<file path="src/rtl/sw_pe_array.sv">
// Linear systolic Smith-Waterman scoring array: one PE per query base, subject streamed through,
// followed by a drain phase and a sequential scan of per-PE best scores into a valid/ready result.
module sw_pe_array #(
    parameter int N_PE    = 8,
    parameter int SCORE_W = 8,
    parameter int SPOS_W  = 16
) (
    input  logic                       clk,
    input  logic                       rst,
    input  logic [SCORE_W-1:0]         cfg_match,
    input  logic [SCORE_W-1:0]         cfg_mismatch,
    input  logic [SCORE_W-1:0]         cfg_gap,
    input  logic                       q_load,
    input  logic [3*N_PE-1:0]          q_data,
    input  logic                       s_valid,
    output logic                       s_ready,
    input  logic [1:0]                 s_data,
    input  logic                       s_last,
    output logic                       res_valid,
    input  logic                       res_ready,
    output logic [SCORE_W-1:0]         res_score,
    output logic [$clog2(N_PE+1)-1:0]  res_qpos,
    output logic [SPOS_W-1:0]          res_spos,
    output logic                       busy
);
    localparam int QW = $clog2(N_PE + 1);
    localparam logic [SCORE_W-1:0] S_MAX = {SCORE_W{1'b1}};

    typedef enum logic [2:0] {IDLE, RUN, DRAIN, SCAN, RESULT} state_t;

    function automatic logic [SCORE_W-1:0] sat_add(input logic [SCORE_W-1:0] a, input logic [SCORE_W-1:0] b);
        logic [SCORE_W:0] s;
        s = {1'b0, a} + {1'b0, b};
        return s[SCORE_W] ? S_MAX : s[SCORE_W-1:0];
    endfunction

    function automatic logic [SCORE_W-1:0] floor_sub(input logic [SCORE_W-1:0] a, input logic [SCORE_W-1:0] b);
        return (a > b) ? a - b : '0;
    endfunction

    function automatic logic [SCORE_W-1:0] max2(input logic [SCORE_W-1:0] a, input logic [SCORE_W-1:0] b);
        return (a > b) ? a : b;
    endfunction

    state_t                 state_q, state_d;
    logic [SPOS_W-1:0]      cnt_q, cnt_d;
    logic [QW-1:0]          cyc_q, cyc_d;
    logic [3*N_PE-1:0]      query_q, query_d;
    logic [SCORE_W-1:0]     res_score_q, res_score_d;
    logic [QW-1:0]          res_qpos_q, res_qpos_d;
    logic [SPOS_W-1:0]      res_spos_q, res_spos_d;

    logic                   accept;
    logic                   q_take;
    logic                   pe_clr;
    logic                   last_cyc;
    logic [SPOS_W-1:0]      pos_new;
    logic [SCORE_W-1:0]     sel_best;
    logic [SPOS_W-1:0]      sel_pos;

    logic                   val_arr  [N_PE];
    logic [1:0]             sym_arr  [N_PE];
    logic [SPOS_W-1:0]      pos_arr  [N_PE];
    logic [SCORE_W-1:0]     h_arr    [N_PE];
    logic [SCORE_W-1:0]     best_arr [N_PE];
    logic [SPOS_W-1:0]      bpos_arr [N_PE];

    // A reload is only legal before the first symbol of a sequence; cnt_q never returns to 0 once counting.
    assign accept   = s_valid && s_ready;
    assign q_take   = q_load && ((state_q == IDLE) || ((state_q == RUN) && (cnt_q == '0)));
    assign pe_clr   = q_take || ((state_q == RESULT) && res_ready);
    assign last_cyc = (cyc_q == QW'(N_PE - 1));
    assign pos_new  = (&cnt_q) ? cnt_q : cnt_q + SPOS_W'(1);

    always_ff @(posedge clk or posedge rst) begin
        if (rst) begin
            state_q <= IDLE;
        end else begin
            state_q <= state_d;
        end
    end

    always_comb begin
        state_d = state_q;
        case (state_q)
            IDLE:    if (q_load) state_d = RUN;
            RUN:     if (accept && s_last) state_d = DRAIN;
            DRAIN:   if (last_cyc) state_d = SCAN;
            SCAN:    if (last_cyc) state_d = RESULT;
            RESULT:  if (res_ready) state_d = RUN;
            default: state_d = IDLE;
        endcase
    end

    always_comb begin
        s_ready   = (state_q == RUN) && !q_load;
        res_valid = (state_q == RESULT);
        busy      = (state_q == DRAIN) || (state_q == SCAN) || (state_q == RESULT);
    end

    always_comb begin
        sel_best = '0;
        sel_pos  = '0;
        for (int i = 0; i < N_PE; i++) begin
            if (int'(cyc_q) == i) begin
                sel_best = best_arr[i];
                sel_pos  = bpos_arr[i];
            end
        end
    end

    always_comb begin
        cnt_d       = cnt_q;
        query_d     = query_q;
        cyc_d       = '0;
        res_score_d = res_score_q;
        res_qpos_d  = res_qpos_q;
        res_spos_d  = res_spos_q;
        if (pe_clr) begin
            cnt_d = '0;
        end else if (accept) begin
            cnt_d = pos_new;
        end
        if (q_take) begin
            query_d = q_data;
        end
        if ((state_q == DRAIN) || (state_q == SCAN)) begin
            cyc_d = last_cyc ? '0 : cyc_q + QW'(1);
        end
        // Running result starts from zero so a zero best reports position 0/0.
        if ((state_q == DRAIN) && last_cyc) begin
            res_score_d = '0;
            res_qpos_d  = '0;
            res_spos_d  = '0;
        end else if ((state_q == SCAN) && (sel_best > res_score_q)) begin
            res_score_d = sel_best;
            res_qpos_d  = cyc_q + QW'(1);
            res_spos_d  = sel_pos;
        end
    end

    always_ff @(posedge clk or posedge rst) begin
        if (rst) begin
            cnt_q       <= '0;
            cyc_q       <= '0;
            query_q     <= '0;
            res_score_q <= '0;
            res_qpos_q  <= '0;
            res_spos_q  <= '0;
        end else begin
            cnt_q       <= cnt_d;
            cyc_q       <= cyc_d;
            query_q     <= query_d;
            res_score_q <= res_score_d;
            res_qpos_q  <= res_qpos_d;
            res_spos_q  <= res_spos_d;
        end
    end

    assign res_score = res_score_q;
    assign res_qpos  = res_qpos_q;
    assign res_spos  = res_spos_q;

    genvar gi;
    generate
        for (gi = 0; gi < N_PE; gi++) begin : g_pe
            logic               in_val;
            logic [1:0]         in_sym;
            logic [SPOS_W-1:0]  in_pos;
            logic [SCORE_W-1:0] up;
            logic [2:0]         code;
            logic               val_q, val_d;
            logic [1:0]         sym_q, sym_d;
            logic [SPOS_W-1:0]  pos_q, pos_d;
            logic [SCORE_W-1:0] h_q, h_d;
            logic [SCORE_W-1:0] diag_q, diag_d;
            logic [SCORE_W-1:0] best_q, best_d;
            logic [SPOS_W-1:0]  bpos_q, bpos_d;
            logic [SCORE_W-1:0] diag_sub;
            logic [SCORE_W-1:0] h_new;

            if (gi == 0) begin : g_head
                assign in_val = accept;
                assign in_sym = s_data;
                assign in_pos = pos_new;
                assign up     = '0;
            end else begin : g_body
                assign in_val = val_arr[gi-1];
                assign in_sym = sym_arr[gi-1];
                assign in_pos = pos_arr[gi-1];
                assign up     = h_arr[gi-1];
            end

            assign code = query_q[3*gi +: 3];

            always_comb begin
                if (!code[2] && (code[1:0] == in_sym)) begin
                    diag_sub = sat_add(diag_q, cfg_match);
                end else begin
                    diag_sub = floor_sub(diag_q, cfg_mismatch);
                end
                h_new = max2(diag_sub, max2(floor_sub(up, cfg_gap), floor_sub(h_q, cfg_gap)));
            end

            // Bubbles shift a cleared valid but leave every score register untouched.
            always_comb begin
                val_d  = in_val && !pe_clr;
                sym_d  = sym_q;
                pos_d  = pos_q;
                h_d    = h_q;
                diag_d = diag_q;
                best_d = best_q;
                bpos_d = bpos_q;
                if (pe_clr) begin
                    sym_d  = '0;
                    pos_d  = '0;
                    h_d    = '0;
                    diag_d = '0;
                    best_d = '0;
                    bpos_d = '0;
                end else if (in_val) begin
                    sym_d  = in_sym;
                    pos_d  = in_pos;
                    h_d    = h_new;
                    diag_d = up;
                    if (h_new > best_q) begin
                        best_d = h_new;
                        bpos_d = in_pos;
                    end
                end
            end

            always_ff @(posedge clk or posedge rst) begin
                if (rst) begin
                    val_q  <= 1'b0;
                    sym_q  <= '0;
                    pos_q  <= '0;
                    h_q    <= '0;
                    diag_q <= '0;
                    best_q <= '0;
                    bpos_q <= '0;
                end else begin
                    val_q  <= val_d;
                    sym_q  <= sym_d;
                    pos_q  <= pos_d;
                    h_q    <= h_d;
                    diag_q <= diag_d;
                    best_q <= best_d;
                    bpos_q <= bpos_d;
                end
            end

            assign val_arr[gi]  = val_q;
            assign sym_arr[gi]  = sym_q;
            assign pos_arr[gi]  = pos_q;
            assign h_arr[gi]    = h_q;
            assign best_arr[gi] = best_q;
            assign bpos_arr[gi] = bpos_q;
        end
    endgenerate

endmodule

</file>
<file path="config.mk">
export PLATFORM = sky130hd
export DESIGN_NAME = sw_pe_array
export DESIGN_NICKNAME = d
export VERILOG_FILES = /design/src/rtl/sw_pe_array.sv
export SDC_FILE = /design/constraint.sdc
export NUM_CORES = 2
export LEC_CHECK = 0
export BUFFER_PORTS_ARGS = -buffer_cell sky130_fd_sc_hd__clkbuf_2
export CORE_MARGIN = 5
export CORE_UTILIZATION = 60
export DETAILED_ROUTE_END_ITERATION = 16
export PLACE_DENSITY = 0.89
export SYNTH_ARGS = -nofsm -noshare
export SYNTH_HDL_FRONTEND = slang
export SYNTH_SLANG_ARGS = --single-unit
export TNS_END_PERCENT = 10
</file>
<file path="constraint.sdc">
create_clock -name clk -period 19.76 [get_ports clk]
set_input_delay 1.976 -clock clk [delete_from_list [all_inputs] [get_ports clk]]
set_output_delay 1.976 -clock clk [all_outputs]
set_load 0.02 [all_outputs]
</file>
# Word-level counts from Yosys, hierarchy flattened
# Index checks and enable logic that the tools add are counted.
# totals
wordCells	408
inputBits	56
output_inout_bits	31
regBits	512
# op_classes
n_lt_le_gt_ge	42
reduce_logical	67
n_mux	188
n_eq_ne	25
addsub	27
# ops
cell	count
$mux 8	115
$mux 16	49
$gt 8x8->1	41
$sub 8x8->8	16
$add 8x8->9	8
$reduce_bool 2->1	17
$mux 2	14
$logic_and 1x1->1	23
$add 16x1->16 const B	1
$eq 2x2->1	8
$eq 4x4->1 const B	4
$logic_not 16->1	1
$mux 4	4
$reduce_and 16->1	1
$reduce_and 2->1	8
$mux 3	5
$pmux 3 s5	1
$eq 4x3->1 const B	3
$logic_not 1->1	10
$gt 1x8->1 const A	1
$ne 2x2->1 const B	4
$sub 1x8->8 const A	1
$eq 3x2->1 const B	2
$reduce_and 5->1	1
other kinds (8)	11

# Longest topological paths before layout
# logic_depth
ltp_word	13
depth_mapped	40
mapped_depth_nobuf	38

# Worst setup path after synthesis
# Ideal clock, no wire load.
# synth_path
path_kind	input port to flip-flop
start	input cfg_gap[0]
end	register g_pe[4].best_q[7]
path_slack_ns	10.731
path_buffers	3
t_required_ns	19.659
stages	34
t_arrival_ns	8.928
setup_time_ns	0.101
path_cell_list	ha_1 > fa_1 > nand2b_1 > a211o_1 > a21oi_1 > or3b_2 > inv_1 > ha_1 > nand4_1 > o21bai_1 > maj3_1 > o22ai_2 > mux2_2 > ha_1 > o21a_1 > o21a_1 > o21bai_1 > a21oi_1 > clkbuf_1 > nor2_1 > a21oi_1 > inv_1 > ha_1 > nor2b_1 > o21a_1 > o21a_1 > o21a_1 > o21bai_1 > a211oi_1 > and2_1 > clkbuf_1 > clkbuf_1 > nand2_1 > o32ai_1
# synth_between
elab_chain_len	9
# synth_rtl
item	line_no	text
start, declared	12	input logic [SCORE_W-1:0] cfg_gap,
$sub 8x8->8 or $gt 8x8->1 (tied branches)	38	return (a > b) ? a - b : '0;
$mux 8	38	
$gt 8x8->1	42	return (a > b) ? a : b;
$mux 8 *	42	
$gt 8x8->1	42	
$mux 8 *	42	
$gt 8x8->1 or $mux 8 (tied branches)	226	if (h_new > best_q) begin
$reduce_bool 2->1 (no source line) or $mux 8 (tied branches)	-	
$reduce_and 2->1 (no source line) or $mux 8 (tied branches)	-	
end signal, assigned	248	best_q <= best_d;
end, declared	177	logic [SCORE_W-1:0] best_q, best_d;
# Every way passes the cells marked *; elsewhere a longest branch is shown, timed or not. The select of a mux whose other input is x is not followed.
# A chain may end at the register's enable or synchronous reset.

# Worst setup path after layout
# layout_path
start	input cfg_gap[1]
end	register g_pe[4].bpos_q[2]
# layout_between
elab_chain_len	9
# layout_rtl
item	line_no	text
$sub 8x8->8 or $gt 8x8->1 (tied branches)	38	
$mux 8	38	
$gt 8x8->1	42	
$mux 8 *	42	
$gt 8x8->1	42	
$mux 8 *	42	
$gt 8x8->1 *	226	
$reduce_bool 2->1 (no source line) *	-	
$reduce_and 2->1 (no source line) *	-	
end signal, assigned	249	bpos_q <= bpos_d;
end, declared	178	logic [SPOS_W-1:0] bpos_q, bpos_d;
# Every way passes the cells marked *; elsewhere a longest branch is shown, timed or not.

==> results by group <==
Worst hold path
  – Hold Path Stages: 2
  – Worst Hold Class: reg -> reg
  – Hold Crit Start: res_spos[2]$_DFFE_PP0P_
  – Hold EP: res_spos[2]$_DFFE_PP0P_

Worst setup path
  – Largest stage delay, worst path: 0.83 ns
  – Crit start category: primary input
  – Crit end category: register
  – CP Class: in -> reg
  – Reg2reg start: g_pe[3].h_q[0]$_DFFE_PP0P_
  – Top cell by count, worst path: o21a_1
  – Crit path DAT: 10.98 ns
  – CP max-delay cell: a21oi_1
  – R2R cell count: 34
  – R2R Setup Slk: 10.80 ns
  – Req. time, crit path: 20.29 ns
  – Crit Path Max Fanout: 16
  – End of the worst register-to-register path: g_pe[4].bpos_q[2]$_DFFE_PP0P_

Timing
  – Post-route clock skew: 0.0188 ns
  – Tmin final: 10.45 ns
  – Final hold viol count: 0
  – Final setup violation count: 0
  – RSZ-0062 raised after global routing: no
  – Final Cycle Share: 0.529
  – Setup TNS: 0 ns
  – Slew headroom: 0.292
  – Fmax: 95.7 MHz
  – Max-slew violations: 0
  – Slew @ Worst Pin: 1.06 ns

Clock tree
  – Cts bufs inserted: 52
  – Post-CTS sizing: 0
  – Worst-path clk slew: 0.06 ns
  – Maximum root-to-sink buffer count: 3
  – Hold buffers post-CTS: 0
  – Clk_lat worst skew: 0.61 ns
  – H-tree depth: 2
  – Setup Buffers After CTS: 0
  – Clock sink count: 504
  – CTS tree: done
  – Clock Root Buffer: clkbuf_16

Drt
  – Antenna Violating Nets Remaining: 0
  – Met3 WL: 9350 um
  – Metal-1 WL: 41900 um
  – Vias per cell: 6.44
  – Top sig layer: met4
  – DR vias: 31000
  – Wire per inst: 21.8 um
  – DR iter-0 viols: 3389
  – DR DRC count: 0
  – WL final: 105000 um
  – Detailed Routing Iterations Pass 1: 8
  – Met2 wire length: 47900 um

Global routing
  – Largest net degree at the start of global routing: 170
  – GR Overflow Total: 0
  – Number of antenna violations at the first check in global routing: 0
  – First-pass GRT wire length: 165000 um
  – Total GRT Usage: 0.317
  – Vias in the first global route: 30300

Power
  – Switch Pwr: 3.27 mW
  – Power Density: 174 mW/mm^2
  – Clock group share of total power: 0.157
  – Sequential share of power: 0.199
  – Combinational group share of total power: 0.644
  – Int Pwr: 3.52 mW
  – Peak supply drop: 144 uV
  – Pleak: 18.6 nW
  – Pwr Total: 6.79 mW
  – Sw Ratio: 0.482

Die
  – Die area: 0.0648 mm^2
  – Die Height: 255 um
  – Initial Util: 0.607
  – I/O pin total: 87
  – Die span in x: 255 um
  – Floorplan row count: 89
  – Core ar.: 0.0591 mm^2

Logic synthesis
  – Yosys cell types: 78
  – Synth cell count leaders: nor2_1, dfrtp_1, ha_1
  – Post-Syn Instances: 3985
  – Asr flop ratio synth: 1.00
  – Synth area leaders: dfrtp_1, ha_1, mux2i_1, nor2_1, o21ai_0
  – Post-synth EDFFs: 0
  – Mapped Area: 0.0359 mm^2
  – Yosys warning total: 0
  – Yosys reg bits: 504
  – Top-count cell post-synth: nor2_1
  – Proportion of netlist area held by the largest area contributor: 0.351
  – Synthesized area per cell: 9.01 um^2
  – Mapped Nets: 4430
  – Sequential share of the synthesized area: 0.351
  – Largest area contributor in the netlist: dfrtp_1
  – Prevailing post-synth register cell: dfrtp_1

Placement
  – GPL Wtd Cong: 0.993
  – Hpwl dp: 75900 um
  – I/O Buffers: 86
  – Placed Instances: 4720

Finish
  – Non-filler instance count after layout: 4815
  – Fill count: 4446
  – Diodes inserted: 0
  – Fraction of layout cells with a size suffix above 1: 0.0802
  – Final net count: 4446
  – Layout area overhead: 8.41%

Run
  – # Max-Cap Violations: 0

Outcome
  – Status: finished, final reports clean
## state kept, by name, indices dropped and copies added, names as in the netlist
name and flops:
state_q 3, g_pe.sym_q 14, g_pe.val_q 7, query_q 24, res_qpos 4, g_pe.pos_q 112
g_pe.h_q 64, res_spos 16, g_pe.diag_q 56, cyc_q 4, g_pe.best_q 64, res_score 8
g_pe.bpos_q 128
## worst max-delay path by stage
stage / startpoint / endpoint / slack [ns] / cells past startpoint
2_1_floorplan: rst / cyc_q[0]$_DFF_PP0_ / 3.71 / 1
3_3_place_gp: cfg_gap[1] / g_pe[4].bpos_q[4]$_DFFE_PP0P_ / 9.30 / 36
3_5_place_dp: cfg_gap[1] / g_pe[4].bpos_q[6]$_DFFE_PP0P_ / 8.91 / 36
4_1_cts: cfg_gap[1] / g_pe[4].bpos_q[12]$_DFFE_PP0P_ / 9.50 / 36
5_1_grt: cfg_gap[1] / g_pe[4].bpos_q[12]$_DFFE_PP0P_ / 8.69 / 36
6_report: cfg_gap[1] / g_pe[4].bpos_q[2]$_DFFE_PP0P_ / 9.31 / 36
## metrics by stage
step	cell area (um^2)	util	hold slack (ns)	setup WS [ns]
after CTS	38900	0.658	0.503	9.50
final	38900	0.658	0.490	9.31
after global routing	38900	0.658	0.521	8.69
after floorplan	35900	-	0.469	3.71
after global placement	37100	0.627	0.470	9.30
after detailed placement	37100	0.627	0.474	8.91
## final cells by class
cell class,count,area (um^2),share of cell area
Multi-Input combinational cell,3012,21600,0.554
Sequential cell,504,12600,0.324
Clock buffer,69,1470,0.0377
Inverter,295,1110,0.0286
Tap cell,773,967,0.0248
Timing Repair Buffer,136,818,0.0210
Clock inverter,26,362,0.00929
## per-layer routing
layer,GRT usage,up-vias
met5,0,-
met4,0.150,0
met3,0.0591,334
met2,0.511,1479
met1,0.419,14900
li1,-,14300
## power groups by stage
stage          Sequential (mW)  Combinational, mW  Clock (mW)
6_report                  1.35               4.37        1.06
5_1_grt                   1.36               4.78        1.11
4_1_cts                   1.35               4.28        1.07
3_5_place_dp              1.36               4.19           0
3_3_place_gp              1.36               4.09           0
2_1_floorplan             1.31               3.14           0
## kinds of logic (layout without fill, tap and decap cells)
kind of cell | Yosys count | in the layout | share of synthesized area
flops | 504 | 504 | 0.351
compound gates | 1025 | 1025 | 0.189
fa+ha+maj | 391 | 391 | 0.141
mux | 341 | 341 | 0.0968
xor+xnor | 109 | 109 | 0.0266
simple gates | 1146 | 1146 | 0.146
buf+inv | 469 | 526 | 0.0492
## critical path: cells and delay by family
kind,cells,cell delay (ns)
muxes,1,0.20
AOI/OAI and AO/OA,19,4.42
and+or+nand+nor,6,1.47
adders and majority gates,5,1.74
buffers and inverters,5,1.15
## cell usage in the layout (no fill, tap or decap), drive strengths merged, types with 41 or more instances in the layout
cell type,instances
dfrtp,504
nor3,56
nand4,49
ha,367
nor2,525
clkbuf,155
a22o,60
nand2,206
mux2,47
o21ai,259
nand3,67
nand2b,41
inv,296
buf,50
o21a,59
a21o,59
a21oi,212
xnor2,59
a22oi,50
a211oi,73
xor2,50
mux2i,294
nor2b,62
(Power assumes the default switching activity.)
